## src/rtl/nx_stream_upsizer_if.sv

```systemverilog
// Handshake bundle for the narrow-to-wide stream upsizer: narrow inbound
// stream (s_*) and packed wide outbound stream (m_*).
interface nx_stream_upsizer_if #(
    parameter int IN_WIDTH  = 32,
    parameter int OUT_WIDTH = 128
);
    logic [IN_WIDTH-1:0]    s_tdata;
    logic                   s_tlast;
    logic                   s_tvalid;
    logic                   s_tready;
    logic [OUT_WIDTH-1:0]   m_tdata;
    logic [OUT_WIDTH/8-1:0] m_tkeep;
    logic                   m_tlast;
    logic                   m_tvalid;
    logic                   m_tready;

    // The upsizer itself: consumes the narrow stream, produces the wide one.
    modport slave (
        input  s_tdata, s_tlast, s_tvalid, m_tready,
        output s_tready, m_tdata, m_tkeep, m_tlast, m_tvalid
    );

    // The surrounding environment: drives narrow beats, sinks wide words.
    modport master (
        output s_tdata, s_tlast, s_tvalid, m_tready,
        input  s_tready, m_tdata, m_tkeep, m_tlast, m_tvalid
    );
endinterface

```

## src/rtl/nx_stream_upsizer.sv

```systemverilog
// Packs narrow AXI4-stream beats little-endian into wide words; short frames
// are closed with zero lanes and a lane-granular byte keep mask.
module nx_stream_upsizer #(
    parameter int IN_WIDTH    = 32,
    parameter int OUT_WIDTH   = 128,
    parameter int COUNT_WIDTH = 16
) (
    input  logic                   clk,
    input  logic                   rstn,
    nx_stream_upsizer_if.slave     bus,
    output logic [COUNT_WIDTH-1:0] status_frames,
    output logic                   status_busy
);
    localparam int RATIO      = OUT_WIDTH / IN_WIDTH;
    localparam int LANE_W     = $clog2(RATIO);
    localparam int KEEP_W     = OUT_WIDTH / 8;
    localparam int LANE_BYTES = IN_WIDTH / 8;
    localparam logic [LANE_W-1:0] LAST_LANE = LANE_W'(RATIO - 1);

    logic [LANE_W-1:0]               lane;
    logic [RATIO-2:0][IN_WIDTH-1:0]  slot_data;
    logic [RATIO-2:0]                slot_valid;
    logic [OUT_WIDTH-1:0]            out_data;
    logic [KEEP_W-1:0]               out_keep;
    logic                            out_last;
    logic                            out_valid;

    logic                            accept;
    logic                            completing;
    logic [OUT_WIDTH-1:0]            word;
    logic [KEEP_W-1:0]               word_keep;
    logic [LANE_W-1:0]               lane_nxt;
    logic                            valid_nxt;

    // A completing beat may only wait on a full output register that is not draining.
    assign bus.s_tready = rstn & (((lane != LAST_LANE) & ~bus.s_tlast) | ~out_valid | bus.m_tready);

    assign bus.m_tdata  = out_data;
    assign bus.m_tkeep  = out_keep;
    assign bus.m_tlast  = out_last;
    assign bus.m_tvalid = out_valid;

    always_comb begin
        accept     = bus.s_tvalid & bus.s_tready;
        completing = (lane == LAST_LANE) | bus.s_tlast;
        word       = '0;
        word_keep  = '0;
        for (int k = 0; k < RATIO - 1; k++) begin
            if (slot_valid[k]) begin
                word[k*IN_WIDTH +: IN_WIDTH]        = slot_data[k];
                word_keep[k*LANE_BYTES +: LANE_BYTES] = '1;
            end
        end
        word[lane*IN_WIDTH +: IN_WIDTH]          = bus.s_tdata;
        word_keep[lane*LANE_BYTES +: LANE_BYTES] = '1;

        lane_nxt  = lane;
        valid_nxt = out_valid;
        if (accept) begin
            lane_nxt = completing ? '0 : lane + LANE_W'(1);
        end
        if (accept & completing) begin
            valid_nxt = 1'b1;
        end else if (out_valid & bus.m_tready) begin
            valid_nxt = 1'b0;
        end
    end

    always_ff @(posedge clk or negedge rstn) begin
        if (!rstn) begin
            lane          <= '0;
            slot_data     <= '0;
            slot_valid    <= '0;
            out_data      <= '0;
            out_keep      <= '0;
            out_last      <= 1'b0;
            out_valid     <= 1'b0;
            status_frames <= '0;
            status_busy   <= 1'b0;
        end else begin
            lane        <= lane_nxt;
            out_valid   <= valid_nxt;
            status_busy <= (lane_nxt != '0) | valid_nxt;

            if (accept & completing) begin
                slot_valid <= '0;
                out_data   <= word;
                out_keep   <= word_keep;
                out_last   <= bus.s_tlast;
            end else if (accept) begin
                for (int k = 0; k < RATIO - 1; k++) begin
                    if (lane == LANE_W'(k)) begin
                        slot_data[k]  <= bus.s_tdata;
                        slot_valid[k] <= 1'b1;
                    end
                end
            end

            if (out_valid & bus.m_tready & out_last) begin
                status_frames <= status_frames + COUNT_WIDTH'(1);
            end
        end
    end
endmodule

```

## src/flat_wrapper.sv

```systemverilog
// flat-port wrapper written by rule: the top's interface ports become plain ports
module nx_stream_upsizer_flat 
#(
    parameter int IN_WIDTH    = 32,
    parameter int OUT_WIDTH   = 128,
    parameter int COUNT_WIDTH = 16
)
  (clk, rstn, status_frames, status_busy, bus_s_tdata, bus_s_tlast, bus_s_tvalid, bus_m_tready, bus_s_tready, bus_m_tdata, bus_m_tkeep, bus_m_tlast, bus_m_tvalid);
  nx_stream_upsizer_if #(.IN_WIDTH(IN_WIDTH), .OUT_WIDTH(OUT_WIDTH)) bus_i ();
  input  logic clk;
  input  logic rstn;
  output logic [COUNT_WIDTH-1:0] status_frames;
  output logic status_busy;
  input wire logic [$bits(bus_i.s_tdata)-1:0] bus_s_tdata;
  input wire logic [$bits(bus_i.s_tlast)-1:0] bus_s_tlast;
  input wire logic [$bits(bus_i.s_tvalid)-1:0] bus_s_tvalid;
  input wire logic [$bits(bus_i.m_tready)-1:0] bus_m_tready;
  output wire logic [$bits(bus_i.s_tready)-1:0] bus_s_tready;
  output wire logic [$bits(bus_i.m_tdata)-1:0] bus_m_tdata;
  output wire logic [$bits(bus_i.m_tkeep)-1:0] bus_m_tkeep;
  output wire logic [$bits(bus_i.m_tlast)-1:0] bus_m_tlast;
  output wire logic [$bits(bus_i.m_tvalid)-1:0] bus_m_tvalid;
  assign bus_i.s_tdata = bus_s_tdata;
  assign bus_i.s_tlast = bus_s_tlast;
  assign bus_i.s_tvalid = bus_s_tvalid;
  assign bus_i.m_tready = bus_m_tready;
  assign bus_s_tready = bus_i.s_tready;
  assign bus_m_tdata = bus_i.m_tdata;
  assign bus_m_tkeep = bus_i.m_tkeep;
  assign bus_m_tlast = bus_i.m_tlast;
  assign bus_m_tvalid = bus_i.m_tvalid;
  nx_stream_upsizer #(.IN_WIDTH(IN_WIDTH), .OUT_WIDTH(OUT_WIDTH), .COUNT_WIDTH(COUNT_WIDTH)) u_core (.clk(clk), .rstn(rstn), .bus(bus_i), .status_frames(status_frames), .status_busy(status_busy));
endmodule
```

## config.mk

```make
export PLATFORM = sky130hd
export DESIGN_NAME = nx_stream_upsizer_flat
export DESIGN_NICKNAME = d
export VERILOG_FILES = /design/src/rtl/nx_stream_upsizer_if.sv /design/src/rtl/nx_stream_upsizer.sv /design/src/flat_wrapper.sv
export SDC_FILE = /design/constraint.sdc
export NUM_CORES = 1
export LEC_CHECK = 0
export ABC_AREA = 1
export CAP_MARGIN = 20
export CORE_MARGIN = 2
export CORE_UTILIZATION = 43
export DETAILED_ROUTE_END_ITERATION = 6
export PLACE_DENSITY = 0.8
export SYNTH_ARGS = -nofsm -noshare
export SYNTH_HDL_FRONTEND = slang
export SYNTH_SLANG_ARGS = --single-unit
```

## constraint.sdc

```tcl
create_clock -name clk -period 5.4 [get_ports clk]
set_input_delay 0.54 -clock clk [delete_from_list [all_inputs] [get_ports clk]]
set_output_delay 0.54 -clock clk [all_outputs]
set_load 0.005 [all_outputs]
```

==> results.py, run 1 <==
metrics = {
    "global_routing": {
        "grt_usage_pct": 22.94,
        "grt.overflow.total": 0,
        "grt_pass1_wl_um": 49260,
        "grt_pass1_vias": 9221,
        "grt_max_degree": 181,
        "antenna_found_initial": 0,
    },
    "critical_path": {
        "cp-startpoint": "u_core.lane[0]",
        "cp.arrival_ns": 4.69,
        "cp.required_ns": 5.84,
        "start_kind": "flop",
        "path_class": "reg -> reg",
        "r2r_start": "u_core.lane[0]",
        "cp_max_fo": 56,
        "worst_setup_path_end_kind": "flop",
    },
    "layout": {
        "drive_above_1_share_pct": 4.993,
        "syn_to_final_growth_pct": 27.30,
        "layout.nets": 1448,
        "regArea_um2": 6307,
        "num-fill-cells": 2245,
        "fin_util_pct": 55.65,
        "multiInputGateArea_um2": 4008,
        "insertedDiodeCount": 0,
    },
    "hold_path": {
        "hold_path.class": "in -> async",
    },
    "timing": {
        "slew_headroom_pct": 22.34,
        "whs_ns": -0.002208,
        "slew_viol_final": 0,
        "fin_crit_ns": 4.257,
        "finalSetupViolCount": 0,
        "finalSetupTns_ns": 0,
        "finalHoldViolCount": 3,
        "grt_setup_unrepaired": "false",
        "worst_slew_pin_slew_ns": 1.165,
        "fmax_mhz": 234.9,
        "timing.final.crit_share_pct": 78.83,
        "fin_skew_ns": 0.02410,
    },
    "clock_tree": {
        "numCtsBuffers": 27,
        "postCtsHoldBufs": 0,
        "post_cts_buffers": 0,
        "clock_latency_ns": 0.53,
        "cts-resized-gates": 0,
        "root_buffer": "clkbuf_16",
        "cts.sinks": 252,
        "clk_pin_slew_worst_paths_ns": 0.06,
        "cts_buffer_depth": 3,
        "cts_tree": "built",
        "htreeDepth": 1,
    },
    "synth": {
        "synth-xor-area-share_pct": 0.8777,
        "postSynthCellCount": 1259,
        "synth_fa_ha_area_share_pct": 0.7979,
        "synth_top_family_by_area": "simple AND/OR/NAND/NOR gates",
        "ys_types": 29,
        "syn_area_um2": 10980,
        "avgSynthCellArea_um2": 8.719,
        "synth_fp_nets": 1303,
        "yosysWarnings": 0,
        "synth_seq_cells": 252,
        "yosys.area_share.simple_pct": 21.49,
        "ys_seq_area_share_pct": 57.45,
        "synth_compound_area_share_pct": 12.86,
        "muxShareOfSynthArea_pct": 0.1026,
    },
    "floorplanning": {
        "io_pins": 201,
        "coreArea_um2": 25110,
        "start_util_pct": 43.72,
        "fp.dieW_um": 163.8,
        "die_area_um2": 26820,
        "rows": 58,
        "die_y_um": 163.8,
    },
    "routing": {
        "vias": 9446,
        "via_per_inst": 5.392,
        "ant_nets": 0,
        "drc_errors": 0,
        "dr_wl_met2_um": 14190,
        "drt-initial-drc-count": 789,
        "routed_wl_um": 30870,
        "wl_met1_um": 13640,
        "dr.pass1.iters": 5,
        "dr_wl_met3_um": 2362,
        "top_layer": "met4",
        "wl_per_cell_um": 17.62,
    },
    "power_and_ir_drop": {
        "leakagePower_nw": 6.397,
        "p_switching_mw": 1.988,
        "p_total_mw": 6.349,
        "p_comb_share_pct": 26.3,
        "max-vdd-ir-drop_v": 0.0002764,
        "internal_power_mw": 4.361,
        "p_sw_share_pct": 31.32,
        "power.density_nw_per_um2": 454.4,
        "power_frac_clock_pct": 29.4,
        "pwr-share-seq_pct": 44.3,
    },
    "place": {
        "port_buffers": 200,
        "gp_congestion": 0.7827,
        "dp_hpwl_um": 19280,
    },
    "flow_run": {
        "maxCapViolCount": 0,
    },
    "run_status": {
        "violations": "negative hold slack",
        "status": "finished with violations",
    },
}
[final timing paths]
| check | cells past startpoint | to | slack [ns] |
|---|---|---|---|
| max | 7 | u_core.bus.m_tdata[96] | 1.14 |
| min | 1 | u_core.slot_data[63] | -0.002 |
| max reg2reg | 7 | u_core.bus.m_tdata[96] | 1.14 |
| min reg2reg | 2 | u_core.bus.m_tdata[55] | 0.48 |
| max in group asynchronous | 2 | u_core.slot_data[9] | 3.91 |
| min in group clk | 2 | u_core.bus.m_tdata[55] | 0.48 |
[Yosys cell counts]
library cell | instances | area share (%)
a21boi_0 | 2 | 0.14
a21oi_1 | 3 | 0.14
a22oi_1 | 32 | 2.2
buf_2 | 30 | 1.4
buf_4 | 14 | 0.96
buf_6 | 4 | 0.41
clkbuf_1 | 47 | 1.6
dfrtp_1 | 252 | 57
ha_1 | 7 | 0.80
inv_1 | 58 | 2.0
inv_2 | 3 | 0.10
mux2_2 | 1 | 0.10
nand2_1 | 419 | 14
nand2_2 | 1 | 0.057
nand3_1 | 106 | 4.8
nand3_2 | 1 | 0.091
nand3b_1 | 1 | 0.068
nand4_1 | 7 | 0.40
nand4_2 | 3 | 0.34
nand4_4 | 1 | 0.19
nor2_1 | 20 | 0.68
nor2_2 | 2 | 0.11
nor2_4 | 1 | 0.10
nor3_1 | 4 | 0.18
nor3_2 | 1 | 0.091
o21ai_0 | 154 | 7.0
o21ai_1 | 74 | 3.4
xnor2_1 | 2 | 0.16
xor2_1 | 9 | 0.72
[layout make-up]
cell class	count	share of cell area [%]
clock buffers	37	5.462
clock inverters	10	0.9402
inverters	61	1.639
multi-input cells	851	28.68
flip-flops and latches	252	45.14
well taps	330	2.955
repair buffers	211	15.19
[through the flow]
step                      setup WS [ns]  std cells  instance area [um^2]
after CTS                         1.197       1752                 13970
final                             1.143       1752                 13970
after global placement            1.342       1704                 13050
after detailed placement          1.215       1705                 13080
after global routing             0.8403       1752                 13970
after floorplan                   3.625       1259                 10980
[power groups by stage]
stage	sequential (mW)	combinational, mW	clock [mW]
finish	2.81	1.67	1.87
global route	2.87	1.88	1.98
global placement	2.80	1.61	0
floorplan	2.74	0.892	0
CTS	2.80	1.68	1.90
detailed placement	2.82	1.67	0
[routing by layer]
layer / up-vias / GRT usage (%)
met2: 418 / 36.38
met4: 0 / 6.220
met3: 59 / 3.939
met1: 4566 / 32.74
li1: 4403 / -
met5: - / 0
[cell usage in the layout (no fill, tap or decap), types with 3 or more instances in the layout]
master           netlist  final
a21oi_1                3      3
a22oi_1               32     32
buf_4                 14      9
bufinv_16              0      3
clkbuf_1              47      5
clkbuf_16              0     27
clkbuf_8               0      5
clkdlybuf4s50_1        0    199
clkinv_2               0      5
dfrtp_1              252    251
ha_1                   7      7
inv_1                 58     58
inv_2                  3      3
nand2_1              419    419
nand3_1              106    106
nand4_1                7      7
nand4_4                1      4
nor2_1                20     18
nor2_2                 2      3
nor3_1                 4      4
o21ai_0              154    154
o21ai_1               74     74
xor2_1                 9      9
[critical path, stage by stage, from the launching register on]
cell and delay, ns:
dfrtp_2 1.14, ha_1 0.44, inv_2 0.04, nand2_1 0.13, nand4_4 0.56, inv_2 0.77
nand2_2 0.65, o21ai_0 0.36
[logic make-up (layout without fill, tap and decap cells)]
kind of cell / after synthesis / after routing
simple gates: 567 / 567
compound gates: 265 / 265
flops: 252 / 252
buf+inv: 156 / 319
xor+xnor: 11 / 11
fa+ha+maj: 7 / 7
mux: 1 / 1
[registers in the layout (all words and copies together), names as in the netlist]
name                  cells
u_core.status_frames     16
u_core.bus.m_tlast        1
u_core.status_busy        1
u_core.bus.m_tvalid       1
u_core.slot_data         96
u_core.bus.m_tkeep        4
u_core.slot_valid         3
u_core.lane               2
u_core.bus.m_tdata      128
Note: power is estimated with default switching activity, not from simulation.
==> inputs of run 2 (changes only) <==
- clock period: 5.4 -> 4 ns (I/O delays scaled with it)
==> run 2 against run 1 <==
Effect of this change:
- the flow now finishes without violations
- sequential share of layout area is 0.077 points higher
- cell area decreased by 0.17%
- global-route usage rose by 0.64 points
- first-iteration DRC count rose by 4.3%
- sequential power grew 35%
- core utilization fell by 0.095 points
- hold slack gained 0.42 ns
- clock-buffer cell count rose by 4
- clock skew is 0.016 ns lower
- critical endpoint is now bus_s_tready
- register-to-register slack better by 0.03 ns
- via count decreased by 0.14%
- largest power group unchanged
- die area is the same
==> results.py, run 2 (synthesis results as in run 1) <==
metrics = {
    "run_status": {
        "status": "finished clean",
    },
    "timing": {
        "finalHoldViolCount": 0,
        "grt_setup_unrepaired": "false",
        "finalSetupTns_ns": 0,
        "setup_ws_ns": 0.7758,
        "finalSetupViolCount": 0,
        "slew_headroom_pct": 26.38,
        "slew_viol_final": 0,
        "worst_slew_pin_slew_ns": 1.102,
        "fin_skew_ns": 0.007665,
        "fin_crit_ns": 3.224,
        "timing.final.crit_share_pct": 80.60,
        "fmax_mhz": 310.2,
    },
    "layout": {
        "syn_to_final_growth_pct": 27.08,
        "fin_area_um2": 13950,
        "final_common_cell": "nand2_1",
        "final_cell_mix": "nand2_1, dfrtp_1, clkdlybuf4s50_1, o21ai_0, nand3_1",
        "insertedDiodeCount": 0,
        "drive_above_1_share_pct": 4.912,
        "layout.nets": 1451,
        "num-fill-cells": 2293,
        "stdcell_count": 1755,
        "largest_reg_flops": 128,
    },
    "clock_tree": {
        "clk_pin_slew_worst_paths_ns": 0.07,
        "post_cts_buffers": 0,
        "cts_buffer_depth": 3,
        "numCtsBuffers": 26,
        "clock_latency_ns": 0.52,
        "cts.sinks": 252,
        "cts-resized-gates": 0,
        "cts_tree": "built",
        "htreeDepth": 1,
        "root_buffer": "clkbuf_16",
    },
    "power_and_ir_drop": {
        "p_switching_mw": 2.680,
        "power.density_nw_per_um2": 606.1,
        "pwr-share-seq_pct": 44.7,
        "leakagePower_nw": 6.392,
        "p_comb_share_pct": 27.1,
        "power_frac_clock_pct": 28.2,
        "internal_power_mw": 5.774,
        "p_sw_share_pct": 31.70,
        "max-vdd-ir-drop_v": 0.0002635,
    },
    "routing": {
        "wl_per_cell_um": 17.92,
        "drc_errors": 0,
        "dr.pass1.iters": 5,
        "via_per_inst": 5.375,
        "drt-initial-drc-count": 823,
        "ant_nets": 0,
        "vias": 9433,
        "routed_wl_um": 31460,
    },
    "critical_path": {
        "critical-path-max-stage-delay_ns": 0.66,
        "worst_setup_path_end_kind": "output pin",
        "cp_max_fo": 27,
        "cp.arrival_ns": 2.82,
        "cpMaxStageDelayCell": "clkdlybuf4s50_1",
        "worstRegToRegCells": 8,
        "cp.required_ns": 3.60,
        "start_kind": "flop",
        "path_class": "reg -> out",
        "path_cells": "ha_1 > inv_2 > nand2_1 > a21boi_0 > clkdlybuf4s50_1",
    },
    "place": {
        "preCtsSetupSlack_ns": 1.183,
        "dpl.cell_count": 1708,
        "dp_hpwl_um": 19630,
        "dpl_cell_area_um2": 13100,
        "port_buffers": 200,
        "gp_congestion": 0.8205,
    },
    "global_routing": {
        "antenna_found_initial": 0,
        "grt_usage_pct": 23.58,
        "grt_pass1_vias": 9452,
        "grt.overflow.total": 0,
        "grt_pass1_wl_um": 50440,
        "grt_max_degree": 170,
    },
    "floorplanning": {
        "die_area_um2": 26820,
        "io_pins": 201,
        "rows": 58,
        "fp.dieW_um": 163.8,
        "die_y_um": 163.8,
        "start_util_pct": 43.72,
        "coreArea_um2": 25110,
    },
    "hold_path": {
        "hold_path.class": "in -> async",
    },
    "flow_run": {
        "maxCapViolCount": 0,
    },
}
## run 2: cell types whose count changed in the layout (fill, tap and decap cells not counted), sizes merged
| cell | change |
|---|---|
| buf | +3 |
| bufinv | -2 |
| clkbuf | +4 |
| clkinv | -1 |
| clkinvlp | -1 |
| dlygate4sd3 | +1 |
| inv | -1 |
## run 2: worst paths after layout
path	to	slack (ns)	start
max in group asynchronous	u_core.lane[0]	2.29	rstn
worst min-delay path	u_core.bus.m_tdata[24]	0.41	rstn
worst min register to register	u_core.bus.m_tdata[33]	0.48	u_core.bus.m_tdata[33]
worst max-delay path	bus_s_tready	0.78	u_core.lane[0]
worst max register to register	u_core.bus.m_tdata[66]	1.17	u_core.lane[0]
min in group clk	u_core.bus.m_tdata[33]	0.48	u_core.bus.m_tdata[33]
## run 2: through the flow
stage / utilization, % / power, mW / hold slack [ns]
after floorplan: - / 4.899 / 0.1044
after global placement: 52.07 / 5.971 / 0.3579
after detailed placement: 52.18 / 6.082 / 0.3616
after CTS: 55.56 / 8.496 / 0.4127
after global routing: 55.56 / 8.959 / 0.4385
final: 55.56 / 8.455 / 0.4146
## run 2: metal layers
layer  wire (um)  vias up  GRT usage, %
met3        2571       39         4.596
met5           0        -             0
li1            -     4398             -
met4         506        0         6.300
met1       13430     4608         32.42
met2       14940      388         38.46
## run 2: final cells by class
type | instances | area, um^2 | area share, %
clock buffer | 41 | 788.3 | 5.651
clock inverter | 5 | 50.05 | 0.3588
inverter | 61 | 229.0 | 1.641
multi-input combinational | 851 | 4008 | 28.73
sequential | 252 | 6307 | 45.21
tap | 330 | 412.9 | 2.960
timing repair buffer | 215 | 2155 | 15.45
## run 2: repair_timing
item | in CTS | in global routing
hold buffers | 1 | 0
hold endpoints to repair | 47 | 0
setup endpoints to repair | 0 | 0
## run 2: power groups by stage
stage	Combinational [mW]	Clock, mW	Sequential [mW]
after floorplan	1.20	0	3.69
after global placement	2.20	0	3.77
after detailed placement	2.29	0	3.79
after CTS	2.31	2.42	3.76
after global routing	2.57	2.53	3.86
final	2.29	2.39	3.78
## run 2: worst max-delay path: cells and delay by family (launching register included)
family | cells | cell delay, ns
flops | 1 | 0.62
fa+ha+maj | 1 | 0.38
simple gates | 1 | 0.10
compound gates | 1 | 0.48
buf+inv | 2 | 0.73
==> inputs of run 3 (changes only) <==
- clock period: 4 -> 3.2 ns (I/O delays scaled with it)
==> run 3 against run 2 <==
Effect of this change:
- sequential share of layout area shrank 0.61 points
- power grew 27%
- die area is the same
- first-iteration DRC count grew 6.3%
- clock skew grew 0.016 ns
- non-clock buffer count grew 12
- worst setup slack lost 0.60 ns
- clock-buffer cell count shrank 6
- flip-flop and latch count is the same
- global-route usage shrank 0.26 points
- via count grew 1.1%
- hold slack lost 0.11 ns
- highest routed layer unchanged
==> results.py, run 3 (synthesis results as in run 1) <==
metrics = {
    "place": {
        "port_buffers": 200,
        "gp_congestion": 0.7953,
        "dpl.cell_count": 1718,
        "dpl_cell_area_um2": 13190,
        "dp_hpwl_um": 19820,
    },
    "critical_path": {
        "path_cells": "buf_4 > ha_1 > inv_2 > nand2_1 > a21boi_0 > clkdlybuf4s50_1",
        "cpMaxStageDelayCell": "clkdlybuf4s50_1",
        "start_kind": "flop",
        "r2r_start": "u_core.lane[0]",
        "worst_setup_path_end_kind": "output pin",
        "cp.arrival_ns": 2.71,
        "cp-startpoint": "u_core.lane[0]",
        "reg2reg_to": "u_core.bus.m_tdata[127]",
        "r2r_setup_slack_ns": 0.37,
        "critical-path-max-stage-delay_ns": 0.60,
        "path_class": "reg -> out",
        "worstRegToRegCells": 8,
        "cp.required_ns": 2.88,
        "cp_max_fo": 27,
    },
    "power_and_ir_drop": {
        "leakagePower_nw": 6.505,
        "max-vdd-ir-drop_v": 0.0003550,
        "power.density_nw_per_um2": 758.9,
    },
    "clock_tree": {
        "cts_tree": "built",
        "cts-resized-gates": 0,
        "clock_latency_ns": 0.53,
        "postCtsHoldBufs": 1,
        "cts_buffer_depth": 3,
        "root_buffer": "clkbuf_16",
        "clk_pin_slew_worst_paths_ns": 0.06,
        "htreeDepth": 1,
        "cts.sinks": 252,
        "post_cts_buffers": 0,
        "numCtsBuffers": 26,
    },
    "timing": {
        "whs_ns": 0.2999,
        "finalSetupViolCount": 0,
        "worst_slew_pin_slew_ns": 0.9765,
        "fin_skew_ns": 0.02399,
        "slew_headroom_pct": 34.90,
        "fmax_mhz": 330.3,
        "grt_setup_unrepaired": "false",
        "finalSetupTns_ns": 0,
        "slew_viol_final": 0,
        "finalHoldViolCount": 0,
        "timing.final.crit_share_pct": 94.60,
        "fin_crit_ns": 3.027,
    },
    "floorplanning": {
        "io_pins": 201,
        "coreArea_um2": 25110,
        "die_area_um2": 26820,
        "die_y_um": 163.8,
        "rows": 58,
        "fp.dieW_um": 163.8,
        "start_util_pct": 43.72,
    },
    "hold_path": {
        "hold_path.class": "in -> async",
    },
    "routing": {
        "drc_errors": 0,
        "dr.pass1.iters": 5,
        "via_per_inst": 5.390,
        "routed_wl_um": 30920,
        "ant_nets": 0,
        "drt-initial-drc-count": 875,
        "vias": 9535,
        "wl_per_cell_um": 17.48,
    },
    "run_status": {
        "status": "finished clean",
    },
    "layout": {
        "drive_above_1_share_pct": 6.324,
        "insertedDiodeCount": 0,
        "fin_area_um2": 14140,
        "layout.nets": 1463,
        "stdcell_count": 1769,
        "fin_util_pct": 56.32,
        "final_common_cell": "nand2_1",
        "syn_to_final_growth_pct": 28.83,
        "final_cell_mix": "nand2_1, dfrtp_1, clkdlybuf4s50_1, o21ai_0, nand3_1",
        "largest_reg_flops": 128,
    },
    "global_routing": {
        "antenna_found_initial": 0,
        "grt_usage_pct": 23.32,
        "grt_pass1_wl_um": 49820,
        "grt.overflow.total": 0,
        "grt_pass1_vias": 9230,
        "grt_max_degree": 177,
    },
    "flow_run": {
        "maxCapViolCount": 0,
    },
}
-- run 3: changes by cell type in the layout (fill, tap and decap cells not counted), sizes merged --
cell    previous run  this run
bufinv             1         2
clkbuf            41        35
buf               15        27
clkinv             4        11
-- run 3: critical path, delay by kind of cell, from the launching register on --
kind,cells,cell delay [ns]
buffers and inverters,3,0.91
DFF,1,0.45
AOI/OAI and AO/OA,1,0.41
adders and majority gates,1,0.31
and+or+nand+nor,1,0.10
-- run 3: power breakdown --
part	total [mW]	internal [mW]	switching [mW]
clock	3.11	1.86	1.25
sequential	4.73	4.12	0.609
combinational	2.90	1.40	1.50
-- run 3: area by class of cell --
| type | instances | area [um^2] |
|---|---|---|
| clock buffer | 35 | 775.7 |
| sequential | 252 | 6307 |
| inverter | 61 | 229.0 |
| tap | 330 | 412.9 |
| fill | 2229 | 10970 |
| clock inverter | 13 | 118.9 |
| timing repair buffer | 227 | 2290 |
| multi-input combinational | 851 | 4008 |
-- run 3: worst max-delay path by stage --
stage,to,slack (ns),cells after the start
finish,bus_s_tready,0.17,6
global route,bus_s_tready,0.06,6
CTS,bus_s_tready,0.16,6
detailed placement,u_core.bus.m_tdata[111],0.35,8
global placement,u_core.bus.m_tdata[97],0.45,8
floorplan,u_core.bus.m_tdata[101],1.43,7
-- run 3: layer usage --
metal | GRT usage, % | vias up | part of all wire (%)
li1 | - | 4432 | -
met1 | 32.80 | 4661 | 44
met2 | 37.57 | 398 | 46
met3 | 4.394 | 44 | 8.0
met4 | 5.622 | 0 | 2.0
met5 | 0 | - | 0
-- run 3: stage by stage --
| stage | setup slack [ns] | total power, mW |
|---|---|---|
| 2_1_floorplan | 1.425 | 6.124 |
| 3_3_place_gp | 0.4525 | 7.507 |
| 3_5_place_dp | 0.3456 | 7.624 |
| 4_1_cts | 0.1558 | 10.77 |
| 5_1_grt | 0.05869 | 11.40 |
| 6_report | 0.1728 | 10.73 |
